$ cat config.mk
export PLATFORM = sky130hd
export DESIGN_NAME = display_scan_mux
export DESIGN_NICKNAME = d
export VERILOG_FILES = /design/src/rtl/display_pkg.sv /design/src/rtl/display_prescaler.sv /design/src/rtl/display_scan_mux.sv
export SDC_FILE = /design/constraint.sdc
export NUM_CORES = 1
export LEC_CHECK = 0
export BUFFER_PORTS_ARGS = -buffer_cell sky130_fd_sc_hd__buf_4
export CAP_MARGIN = 30
export CELL_PAD_IN_SITES_DETAIL_PLACEMENT = 1
export CELL_PAD_IN_SITES_GLOBAL_PLACEMENT = 1
export CORE_ASPECT_RATIO = 1.4
export CORE_UTILIZATION = 35
export DETAILED_ROUTE_END_ITERATION = 8
export HOLD_SLACK_MARGIN = 0.03
export PLACE_DENSITY_LB_ADDON = 0.15
export SLEW_MARGIN = 20
export SYNTH_ARGS = -nofsm -noshare
export SYNTH_HDL_FRONTEND = slang
export SYNTH_HIERARCHICAL = 1
export SYNTH_SLANG_ARGS = --single-unit
$ cat constraint.sdc
create_clock -name clk -period 2.7 [get_ports clk]
set_input_delay 0.405 -clock clk [delete_from_list [all_inputs] [get_ports clk]]
set_output_delay 0.405 -clock clk [all_outputs]
set_load 0.1 [all_outputs]
$ cat src/rtl/display_pkg.sv
// Shared definitions for the display scan multiplexer.
//   NUM_DIGITS : number of multiplexed digits
//   scan_idx_t : scan index type (selects digit 0..3)
//   AN_OFF     : all anodes dark (active-low)
//   AN_SEL     : active-low one-hot anode pattern per scan index
//   nibble_at  : extracts the nibble for a given scan index
package display_pkg;

   localparam int NUM_DIGITS = 4;

   typedef logic [1:0] scan_idx_t;

   localparam logic [3:0] AN_OFF = 4'b1111;

   // AN_SEL[0] = 4'b1110 ... AN_SEL[3] = 4'b0111
   localparam logic [3:0][3:0] AN_SEL = {4'b0111, 4'b1011, 4'b1101, 4'b1110};

   function automatic logic [3:0] nibble_at(input logic [15:0] word, input scan_idx_t idx);
      return word[{idx, 2'b00} +: 4];
   endfunction

endpackage

$ cat src/rtl/display_prescaler.sv
// Modulo-DIV counter with a one-cycle terminal-count pulse.
//   clk   : system clock
//   reset : synchronous active-high reset, clears the count
//   en    : advance the count this cycle
//   tc    : high while en=1 and the count sits at DIV-1 (wraps on this edge)
module display_prescaler #(
   parameter int DIV = 2
) (
   input  logic clk,
   input  logic reset,
   input  logic en,
   output logic tc
);

   // Keep at least one bit so DIV=1 still elaborates cleanly.
   localparam int CW = (DIV > 1) ? $clog2(DIV) : 1;

   logic [CW-1:0] count_reg;
   logic [CW-1:0] count_next;

   assign tc = en && (count_reg == CW'(DIV - 1));

   always_comb begin
      count_next = count_reg;
      if (en) begin
         count_next = tc ? '0 : count_reg + 1'b1;
      end
   end

   always_ff @(posedge clk) begin
      if (reset) begin
         count_reg <= '0;
      end else begin
         count_reg <= count_next;
      end
   end

endmodule

$ cat src/rtl/display_scan_mux.sv
// Time-multiplexes four nibbles onto one 7-segment decoder input.
//   clk        : system clock
//   reset      : synchronous active-high reset
//   digits_in  : four nibbles, [3:0] = digit0 (rightmost)
//   load       : one-cycle strobe capturing digits_in / dp_in
//   dp_in      : decimal point request per digit (active-high)
//   blink_mask : live per-digit blink enable
//   lz_blank   : live leading-zero blanking enable
//   digit_out  : nibble for the decoder (valid even when blanked)
//   an         : active-low anodes, at most one low
//   dp         : active-low decimal point
//   frame_tick : one-cycle pulse after each frame boundary
// New values are staged in a pending register and only moved to the
// displayed register at a frame boundary, so a frame never mixes values.
module display_scan_mux
   import display_pkg::*;
#(
   parameter int REFRESH_DIV = 100000,
   parameter int BLINK_DIV   = 125
) (
   input  logic        clk,
   input  logic        reset,
   input  logic [15:0] digits_in,
   input  logic        load,
   input  logic [3:0]  dp_in,
   input  logic [3:0]  blink_mask,
   input  logic        lz_blank,
   output logic [3:0]  digit_out,
   output logic [3:0]  an,
   output logic        dp,
   output logic        frame_tick
);

   logic        slot_end;
   logic        frame_end;
   logic        blink_wrap;

   scan_idx_t   idx_reg;
   logic [15:0] disp_digits_reg;
   logic [3:0]  disp_dp_reg;
   logic [15:0] pend_digits_reg;
   logic [3:0]  pend_dp_reg;
   logic        pend_valid_reg;
   logic        blink_phase_reg;

   logic [3:0]  digit_out_reg, digit_out_next;
   logic [3:0]  an_reg, an_next;
   logic        dp_reg, dp_next;
   logic        frame_tick_reg;

   logic [3:0]  nib_zero;
   logic [3:0]  blank_vec;

   display_prescaler #(.DIV(REFRESH_DIV)) u_slot_cnt (
      .clk   (clk),
      .reset (reset),
      .en    (1'b1),
      .tc    (slot_end)
   );

   assign frame_end = slot_end && (idx_reg == scan_idx_t'(NUM_DIGITS - 1));

   display_prescaler #(.DIV(BLINK_DIV)) u_frame_cnt (
      .clk   (clk),
      .reset (reset),
      .en    (frame_end),
      .tc    (blink_wrap)
   );

   genvar gi;
   generate
      for (gi = 0; gi < NUM_DIGITS; gi++) begin : g_zero
         assign nib_zero[gi] = (disp_digits_reg[gi*4 +: 4] == 4'd0);
      end
   endgenerate

   // A digit is a leading zero only if it and every digit to its left are zero;
   // digit 0 always shows so a zero value still displays "0".
   always_comb begin
      blank_vec    = blink_mask & {NUM_DIGITS{blink_phase_reg}};
      blank_vec[3] = blank_vec[3] | (lz_blank & nib_zero[3]);
      blank_vec[2] = blank_vec[2] | (lz_blank & nib_zero[3] & nib_zero[2]);
      blank_vec[1] = blank_vec[1] | (lz_blank & nib_zero[3] & nib_zero[2] & nib_zero[1]);
   end

   always_comb begin
      digit_out_next = nibble_at(disp_digits_reg, idx_reg);
      an_next        = AN_SEL[idx_reg];
      dp_next        = ~disp_dp_reg[idx_reg];
      if (blank_vec[idx_reg]) begin
         an_next = AN_OFF;
         dp_next = 1'b1;
      end
   end

   always_ff @(posedge clk) begin
      if (reset) begin
         idx_reg         <= '0;
         disp_digits_reg <= '0;
         disp_dp_reg     <= '0;
         pend_digits_reg <= '0;
         pend_dp_reg     <= '0;
         pend_valid_reg  <= 1'b0;
         blink_phase_reg <= 1'b0;
         digit_out_reg   <= '0;
         an_reg          <= AN_OFF;
         dp_reg          <= 1'b1;
         frame_tick_reg  <= 1'b0;
      end else begin
         if (slot_end) begin
            idx_reg <= idx_reg + 2'd1;
         end
         if (blink_wrap) begin
            blink_phase_reg <= ~blink_phase_reg;
         end

         if (frame_end) begin
            // A load on the boundary itself bypasses the pending stage.
            if (load) begin
               disp_digits_reg <= digits_in;
               disp_dp_reg     <= dp_in;
            end else if (pend_valid_reg) begin
               disp_digits_reg <= pend_digits_reg;
               disp_dp_reg     <= pend_dp_reg;
            end
            pend_valid_reg <= 1'b0;
         end else if (load) begin
            pend_digits_reg <= digits_in;
            pend_dp_reg     <= dp_in;
            pend_valid_reg  <= 1'b1;
         end

         digit_out_reg  <= digit_out_next;
         an_reg         <= an_next;
         dp_reg         <= dp_next;
         frame_tick_reg <= frame_end;
      end
   end

   assign digit_out  = digit_out_reg;
   assign an         = an_reg;
   assign dp         = dp_reg;
   assign frame_tick = frame_tick_reg;

endmodule

* Word level (Yosys, flattened, before mapping) *
Index checks and enable logic that the tools add are counted.

storage, ports and cells
  register bits after elaboration = 78
  input bits = 28
  output and inout bits = 10
  logic and storage cells = 53

operators by class
  add/subtract/negate cells = 3
  order comparisons = 1
  eq/ne operators = 3
  shifts and indexed selects = 1
  muxes and demuxes = 11
  bitwise operators = 10
  reductions and logical operators = 11

operators with widths
  operator                                                    count
  two-way mux 16 bit                                          2
  adder 17 x 1 -> 17 bit, second input constant               1
  equality test 17 bit, second input constant                 1
  indexed part select 16 x 5 -> 4 bit                         1
  zero test 4 bit                                             3
  two-way mux 4 bit                                           3
  binary-select mux 4 bit (select 2 bit)                      1
  adder 7 x 1 -> 7 bit, second input constant                 1
  equality test 7 bit, second input constant                  1
  two-way mux 7 bit                                           1
  OR reduction 2 bit                                          3
  bitwise AND 4 bit                                           1
  binary-select mux 1 bit (select 2 bit)                      2
  AND reduction 2 bit                                         2
  bitwise AND 1 bit                                           3
  less-than comparator 2 x 3 -> 1 bit, second input constant  1
  inverter 1 bit                                              3
  OR 1 bit                                                    3
  adder 2 x 1 -> 2 bit, second input constant                 1
  equality test 2 bit, second input constant                  1
  logical AND 1 bit                                           2
  two-way mux 1 bit                                           2
  nonzero test 2 bit                                          1

* Logic depth before layout (Yosys ltp) *
Gate-level depths: netlist of the first run.

  depth in word-level cells = 8
  mapped depth = 11
  gate-level depth less buffers = 10

* Modules after synthesis *
The synthesis of the first run kept the hierarchy.

by module, submodules not included
  module                            instances  cells each  area an instance (µm²)  sequential area each (µm²)
  display_scan_mux                  1          241         2240.9                  1081.0
  display_prescaler at u_slot_cnt   1          94          812.0                   340.3
  display_prescaler at u_frame_cnt  1          40          349.1                   140.1

* Worst setup path after synthesis of the first run *
No wires, ideal clock.

  kind = register to register
  start = register u_slot_cnt.count_reg[0]
  end = register blink_phase_reg
  setup time = 128 ps
  data arrival time = 2385 ps
  required time = 2572 ps
  slack = 188 ps
  stages on the path, launching flop included = 12
  path buffers = 1
  period minus slack after synthesis = 2512 ps
  cell sequence = dfxtp_1 -> ha_1 -> nand3_1 -> or4_4 -> nor2_1 -> nand2_1 -> inv_1 -> buf_2 -> nand3_1 -> nor2_1 -> xnor2_1 -> nor2_1

on the way
  cells in the longest elaborated chain, start to end = 3

ends and longest elaborated chain
  what                    line                     text
  from (decl)             display_prescaler.sv:18  logic [CW-1:0] count_reg;
  from (signal assigned)  display_prescaler.sv:34  count_reg <= count_next;
  equality test 17 bit    display_prescaler.sv:21  assign tc = en && (count_reg == CW'(DIV - 1));
  net slot_end            display_scan_mux.sv:34   logic slot_end;
  logical AND 1 bit       display_scan_mux.sv:61   assign frame_end = slot_end && (idx_reg == scan_idx_t'(NUM_DIGITS - 1));
  net frame_end           display_scan_mux.sv:35   logic frame_end;
  logical AND 1 bit       display_prescaler.sv:21
  net blink_wrap          display_scan_mux.sv:36   logic blink_wrap;
  to (signal assigned)    display_scan_mux.sv:114  blink_phase_reg <= ~blink_phase_reg;
  to (decl)               display_scan_mux.sv:44   logic blink_phase_reg;

The timed path passes the listed nets, and every way through them passes these cells.
A chain may end at the register's enable or synchronous reset.

* Worst setup path in the final report of the first run *
  start = register u_slot_cnt.count_reg[0]
  end = register u_frame_cnt.count_reg[5]

on the way
  cells in the longest elaborated chain, start to end = 4

ends and longest elaborated chain
  what                      line                     text
  equality test 17 bit (*)  display_prescaler.sv:21
  net slot_end              display_scan_mux.sv:34
  logical AND 1 bit (*)     display_scan_mux.sv:61
  net frame_end             display_scan_mux.sv:35
  logical AND 1 bit         display_prescaler.sv:21
  two-way mux 7 bit         display_prescaler.sv:26  count_next = tc ? '0 : count_reg + 1'b1;
  to (signal assigned)      display_prescaler.sv:34
  to (decl)                 display_prescaler.sv:18

Mark *: on every way through the listed nets, which the timed path passes. The rest lies on a longest branch.

==> qor.yml, run 1 <==
min_delay_path_depth: 3
end_kind: "register"
setup_violations: 0
synth_cells: 375
rsz0062_at_grt: "false"
start_util_pct: 36.0
cts_root_buffer: "clkbuf_16"
hp-start: "digits_in[8]"
regToRegStartpoint: "u_slot_cnt/count_reg[0]$_SDFFE_PP0P_"
yosysWarningCount: 6
p_leak_nw: 1.52
max-slew-margin-rel_pct: 54.5
ir_worst_vdd_uv: 336
die_area_mm2: 0.0101
maxSlewViolCount: 0
io-pin-count: 38
finalHoldViolations: 0
layout.cells.most_common: "dfxtp_1"
power_w: 0.00264
largest_reg_flops: 17
ys_seq_elements: 78
detail-route-antenna-nets: 0
synth_area_leaders: "dfxtp_1, mux2i_1, nand2_1"
maxCapViolCount: 0
diodes: 0
wl_um: 7780
via_per_inst: 5.15
placementRows: 42
syn_to_final_growth_pct: 20.5
synth_area_mm2: 0.00340
cts_setup_buffers: 0
fill_cells: 1083
fin_tns_setup_ns: 0
wl_per_cell_um: 14.9
drc: 0
power_density_mw_per_mm2: 643
yosysSeqAreaShare_pct: 45.9
yosysUniqueCellTypes: 44
critPathKind: "register to register"
finalCriticalPeriod_ns: 2.50
layout_common_cells: "dfxtp_1, nand2_1, nor2_1, buf_4, a21oi_1"
nets: 441
drt-pass1-iter-count: 4
reg2reg_to: "u_frame_cnt/count_reg[5]$_SDFFE_PP0P_"
numPortBuffers: 37
cts_htree_levels: 3
grt_start_max_net_pins: 64
finalCritPeriodShare_pct: 92.6
synth.top_cell.area_share_pct: 45.9
grt.overflow.total: 0
start_kind: "register"
rrSetupSlack_ns: 0.20
routabilityCongestion: 0.739
grt_usage_pct: 17.0
clockBufferDepth: 2
cts_buffers: 9
hpwl_um: 5420
cts_tree: "done"
arrival_ns: 2.76
drtIter0Drc: 33
clock-sinks: 78
core_area_mm2: 0.00946
status: "completed"
avgSynthCellArea_um2: 9.07
reg2regPathDepth: 9
yosysTopAreaCell: "dfxtp_1"
syn_nets: 410
holdPathEnd: "pend_digits_reg[8]$_SDFFE_PP0P_"
worst_pin_slew_ns: 0.682
vias: 2683
clk_latency_ns: 0.34
antenna_found_initial: 0
grt_pass1_vias: 2737
layout-drive-gt1-share_pct: 18.5
min_path_type: "input port to register"
die_w_um: 85.3
grt_pass1_wl_um: 13300
fin_skew_ns: 0.00597
path_clk_slew_ns: 0.06
crit_required_ns: 2.96
max_freq_mhz: 400
cp_max_fo: 10
die_h_um: 119
[where the power goes]
part | leakage (nW) | total, W | internal (W) | switching, W
registers | 0.633 | 0.00119 | 0.00117 | 0.0000134
logic | 0.727 | 0.000142 | 0.0000619 | 0.0000806
clock network | 0.156 | 0.00131 | 0.000812 | 0.000494
[per-stage QoR]
step                utilization (%)  hold slack, ns  instances  cell area, um2  setup WS [ns]
detailed placement             39.7           0.448        505            3760        -0.0228
CTS                            43.2           0.308        521            4080         0.0712
finish                         43.3           0.318        521            4100          0.201
global placement               39.7           0.441        505            3760          0.130
floorplan                         -           0.436        375            3400          0.188
global route                   43.3           0.313        521            4100         0.0138
[layout make-up]
cell class | instances | area (um2) | share of cell area (%)
clock buffer | 9 | 225 | 5.49
clock inverter | 7 | 98.8 | 2.41
inverter | 7 | 28.8 | 0.702
multi-input combinational | 266 | 1700 | 41.6
sequential | 78 | 1560 | 38.1
tap | 110 | 138 | 3.36
timing repair buffer | 44 | 343 | 8.36
[metal layers]
layer	track usage, %	share of wire, %	vias up
met3	2.93	2.4	16
met1	20.3	45	1268
li1	-	-	1363
met5	0	0	-
met2	28.1	49	36
met4	10.2	3.6	0
[critical path: stages, from the launching register on]
cell     delay (ns)
dfxtp_1        0.38
ha_1           0.22
nand3_1        0.14
or4_4          0.60
nor2_2         0.16
nand2_2        0.13
inv_4          0.13
nand4_1        0.15
or3_1          0.34
a31oi_1        0.16
[synth_stat cells, drive strengths merged]
master  instances
buf            16
nor3            8
nand2          56
and2            1
o21a            1
xor2            7
nor4            8
nand3          11
nand4          12
a311o           1
o32ai           1
and3            1
a211oi         20
nor4b           1
o211ai          1
nand2b          3
nor2b           5
nand3b          1
conb            1
mux2            1
o21ai           3
clkbuf          8
mux4            5
or4             1
o22ai           1
ha              7
xnor2          13
dfxtp          78
or3             2
nor3b           1
o31ai           1
inv             7
nor2           46
mux2i          21
a31oi           3
a21oi          22
[worst max-delay path by stage]
stage,startpoint,to,depth (start not counted)
after CTS,u_slot_cnt/count_reg[0]$_SDFFE_PP0P_,u_frame_cnt/count_reg[5]$_SDFFE_PP0P_,9
after global routing,u_slot_cnt/count_reg[0]$_SDFFE_PP0P_,u_frame_cnt/count_reg[5]$_SDFFE_PP0P_,9
after detailed placement,u_slot_cnt/count_reg[0]$_SDFFE_PP0P_,u_frame_cnt/count_reg[3]$_SDFFE_PP0P_,10
after global placement,u_slot_cnt/count_reg[0]$_SDFFE_PP0P_,u_frame_cnt/count_reg[4]$_SDFFE_PP0P_,10
final,u_slot_cnt/count_reg[0]$_SDFFE_PP0P_,u_frame_cnt/count_reg[5]$_SDFFE_PP0P_,9
after floorplan,u_slot_cnt/count_reg[0]$_SDFFE_PP0P_,blink_phase_reg$_SDFFE_PP0P_,11
[logic make-up (layout without fill, tap and decap cells)]
family | Yosys count | in the layout | share of synthesized area (%)
adder cells (fa/ha/maj) | 7 | 7 | 2.57
other | 1 | 1 | 0.110
XOR/XNOR | 20 | 20 | 5.15
multiplexers | 27 | 27 | 9.93
AND/OR/NAND/NOR | 157 | 157 | 21.6
flip-flops | 78 | 78 | 45.9
AO/OA/AOI/OAI | 54 | 54 | 10.4
buffers and inverters | 31 | 67 | 4.41
[what timing repair did]
action	4_1_cts	5_1_grt
gates resized for setup	1	6
pin swaps	0	0
setup endpoints to repair	5	37
hold buffers	0	0
Note: power is estimated with default switching activity, not from simulation.
==> inputs of run 2 (changes only) <==
--- a/config.mk
+++ b/config.mk
@@ -7,10 +7,10 @@
 export LEC_CHECK = 0
 export BUFFER_PORTS_ARGS = -buffer_cell sky130_fd_sc_hd__buf_4
 export CAP_MARGIN = 30
-export CELL_PAD_IN_SITES_DETAIL_PLACEMENT = 1
-export CELL_PAD_IN_SITES_GLOBAL_PLACEMENT = 1
+export CELL_PAD_IN_SITES_DETAIL_PLACEMENT = 2
+export CELL_PAD_IN_SITES_GLOBAL_PLACEMENT = 2
 export CORE_ASPECT_RATIO = 1.4
-export CORE_UTILIZATION = 35
+export CORE_UTILIZATION = 32
 export DETAILED_ROUTE_END_ITERATION = 8
 export HOLD_SLACK_MARGIN = 0.03
 export PLACE_DENSITY_LB_ADDON = 0.15
==> run 2 against run 1 <==
  * Non-clock buffer count grew 5
  * Fmax shrank 0.92%
  * Register-to-register slack lost 0.02 ns
  * Clock power grew 7%
  * Final cell count grew 6.1%
  * Wire length grew 21%
  * Utilization shrank 2.8 points
  * First-iteration DRC count grew 85%
  * Critical path depth grew 1
  * Hold slack gained 0.0018 ns
  * Sequential power is essentially flat
  * Via count grew 4.0%
  * Highest routed layer unchanged
==> qor.yml, run 2 (synthesis results as in run 1) <==
wl_per_cell_um: 17.0  # was 14.9 um
worst_pin_slew_ns: 0.672  # was 0.682 ns
setup_violations: 0  # unchanged
start_util_pct: 32.9  # was 36.0%
critPathKind: "register to register"  # unchanged
path_common_cell: "nor2_1"
layout.cells.most_common: "dfxtp_1"  # unchanged
grt_pass1_wl_um: 15000  # was 13300 um
clockBufferDepth: 2  # unchanged
reg2regPathDepth: 10  # was 9
grt_usage_pct: 18.3  # was 17.0%
syn_to_final_growth_pct: 23.3  # was 20.5%
grt_start_max_net_pins: 64  # unchanged
layout-drive-gt1-share_pct: 18.6  # was 18.5%
wl_um: 9410  # was 7780 um
finalHoldViolations: 0  # unchanged
hpwl_um: 6420  # was 5420 um
fin_cells: 553  # was 521
endpoint: "disp_digits_reg[6]$_SDFFE_PP0P_"  # was u_frame_cnt/count_reg[5]$_SDFFE_PP0P_
max_freq_mhz: 396  # was 400 MHz
arrival_ns: 2.76  # about the same
die_w_um: 89.1  # was 85.3 um
nets: 446  # was 441
clock-sinks: 78  # unchanged
hold_ws_ns: 0.320  # was 0.318 ns
reg2reg_to: "disp_digits_reg[6]$_SDFFE_PP0P_"  # was u_frame_cnt/count_reg[5]$_SDFFE_PP0P_
die_h_um: 124  # was 119 um
clk_latency_ns: 0.33  # was 0.34 ns
vias: 2791  # was 2683
p_leak_nw: 1.55  # was 1.52 nW
maxCapViolCount: 0  # unchanged
start_kind: "register"  # unchanged
crit_required_ns: 2.94  # was 2.96 ns
placementRows: 44  # was 42
largest_reg_flops: 17  # unchanged
finalCritPeriodShare_pct: 93.4  # was 92.6%
diodes: 0  # unchanged
fin_skew_ns: 0.00336  # was 0.00597 ns
path_clk_slew_ns: 0.06  # about the same
status: "completed"  # unchanged
via_per_inst: 5.05  # was 5.15
rsz0062_at_grt: "false"  # unchanged
numPortBuffers: 37  # unchanged
max-slew-margin-rel_pct: 55.2  # was 54.5%
fin_tns_setup_ns: 0  # unchanged
grt_pass1_vias: 3015  # was 2737
routabilityCongestion: 0.684  # was 0.739
finalCriticalPeriod_ns: 2.52  # was 2.50 ns
detail-route-antenna-nets: 0  # unchanged
cts_buffers: 9  # unchanged
cp_max_fo: 20  # was 10
crit_chain: "ha_2, nand3_1, or4_4, nor2_1, nand2_1, buf_4, nor2_4, buf_12, nor2_1, a211oi_1"  # was ha_1, nand3_1, or4_4, nor2_2, nand2_2, inv_4, nand4_1, or3_1, a31oi_1
drtIter0Drc: 61  # was 33
postCtsHoldBufs: 0  # unchanged
drc: 0  # unchanged
power_density_mw_per_mm2: 652  # was 643 mW/mm2
io-pin-count: 38  # unchanged
core_area_mm2: 0.0103  # was 0.00946 mm2
grt.overflow.total: 0  # unchanged
cts_tree: "done"  # unchanged
cts_setup_buffers: 0  # unchanged
cpPeakStageDelay_ns: 0.61  # was 0.60 ns
layout_common_cells: "dfxtp_1, nand2_1, buf_4, nor2_1, a21oi_1"  # was dfxtp_1, nand2_1, nor2_1, buf_4, a21oi_1
rrSetupSlack_ns: 0.18  # was 0.20 ns
min_path_type: "input port to register"  # unchanged
maxSlewViolCount: 0  # unchanged
dp_cells: 537  # was 505
startpoint: "u_slot_cnt/count_reg[1]$_SDFFE_PP0P_"  # was u_slot_cnt/count_reg[0]$_SDFFE_PP0P_
drt-pass1-iter-count: 4  # unchanged
regToRegStartpoint: "u_slot_cnt/count_reg[1]$_SDFFE_PP0P_"  # was u_slot_cnt/count_reg[0]$_SDFFE_PP0P_
die_area_mm2: 0.0111  # was 0.0101 mm2
power_w: 0.00274  # was 0.00264 W
cts_htree_levels: 3  # unchanged
utilization_pct: 40.5  # was 43.3%
cts_root_buffer: "clkbuf_16"  # unchanged
slowest_stage: "or4_4"  # unchanged
end_kind: "register"  # unchanged
ir_worst_vdd_uv: 286  # was 336 uV
antenna_found_initial: 0  # unchanged
-- run 2: cell count changes in the layout (fill, tap and decap cells not counted), moves of 2 or more --
cell      before  now
nor2_1        43   45
clkinv_4       3    0
nor2_2         2    0
buf_4         43   47
-- run 2: through the flow --
step	setup WS, ns	cell area (um2)
2_1_floorplan	0.188	3400
3_3_place_gp	0.298	3820
3_5_place_dp	0.153	3820
4_1_cts	0.104	4160
5_1_grt	0.0152	4200
6_report	0.178	4200
-- run 2: critical path, delay by kind of cell (launching register included) --
kind            cells  cell delay [ns]
flops               1             0.38
simple gates        6             1.24
fa+ha+maj           1             0.23
buf+inv             2             0.35
compound gates      1             0.22
-- run 2: layout make-up --
type | count | area [um2]
timing repair buffer | 49 | 398
tap | 138 | 173
fill | 1192 | 6150
inverter | 7 | 26.3
clock inverter | 4 | 95.1
clock buffer | 11 | 243
multi-input combinational | 266 | 1700
sequential | 78 | 1560
-- run 2: worst min-delay path by stage --
stage	start	to	slack, ns	cells past startpoint
after floorplan	pend_digits_reg[0]$_SDFFE_PP0P_	pend_digits_reg[0]$_SDFFE_PP0P_	0.44	2
after global placement	pend_digits_reg[15]$_SDFFE_PP0P_	pend_digits_reg[15]$_SDFFE_PP0P_	0.44	2
after detailed placement	pend_digits_reg[8]$_SDFFE_PP0P_	pend_digits_reg[8]$_SDFFE_PP0P_	0.45	2
after CTS	digits_in[5]	pend_digits_reg[5]$_SDFFE_PP0P_	0.31	3
after global routing	digits_in[5]	pend_digits_reg[5]$_SDFFE_PP0P_	0.33	3
final	digits_in[5]	pend_digits_reg[5]$_SDFFE_PP0P_	0.32	3
-- run 2: report_power, final --
| group | switching, W | total (W) | internal (W) | leakage [nW] |
|---|---|---|---|---|
| Combinational | 0.0000847 | 0.000147 | 0.0000622 | 0.753 |
| Sequential | 0.0000148 | 0.00119 | 0.00117 | 0.634 |
| Clock | 0.000477 | 0.00140 | 0.000922 | 0.166 |
| Total | 0.000576 | 0.00274 | 0.00216 | 1.55 |
-- run 2: what timing repair did --
item | CTS | global route
resized for setup | 0 | 4
hold endpoints to repair | 0 | 0
endpoints found under the setup margin | 0 | 11
-- run 2: metal layers --
layer | share of wire (%) | GRT usage, % | vias up
li1 | - | - | 1368
met1 | 41 | 19.8 | 1373
met2 | 55 | 34.6 | 39
met3 | 2.5 | 1.99 | 11
met4 | 1.6 | 8.93 | 0
met5 | 0 | 0 | -
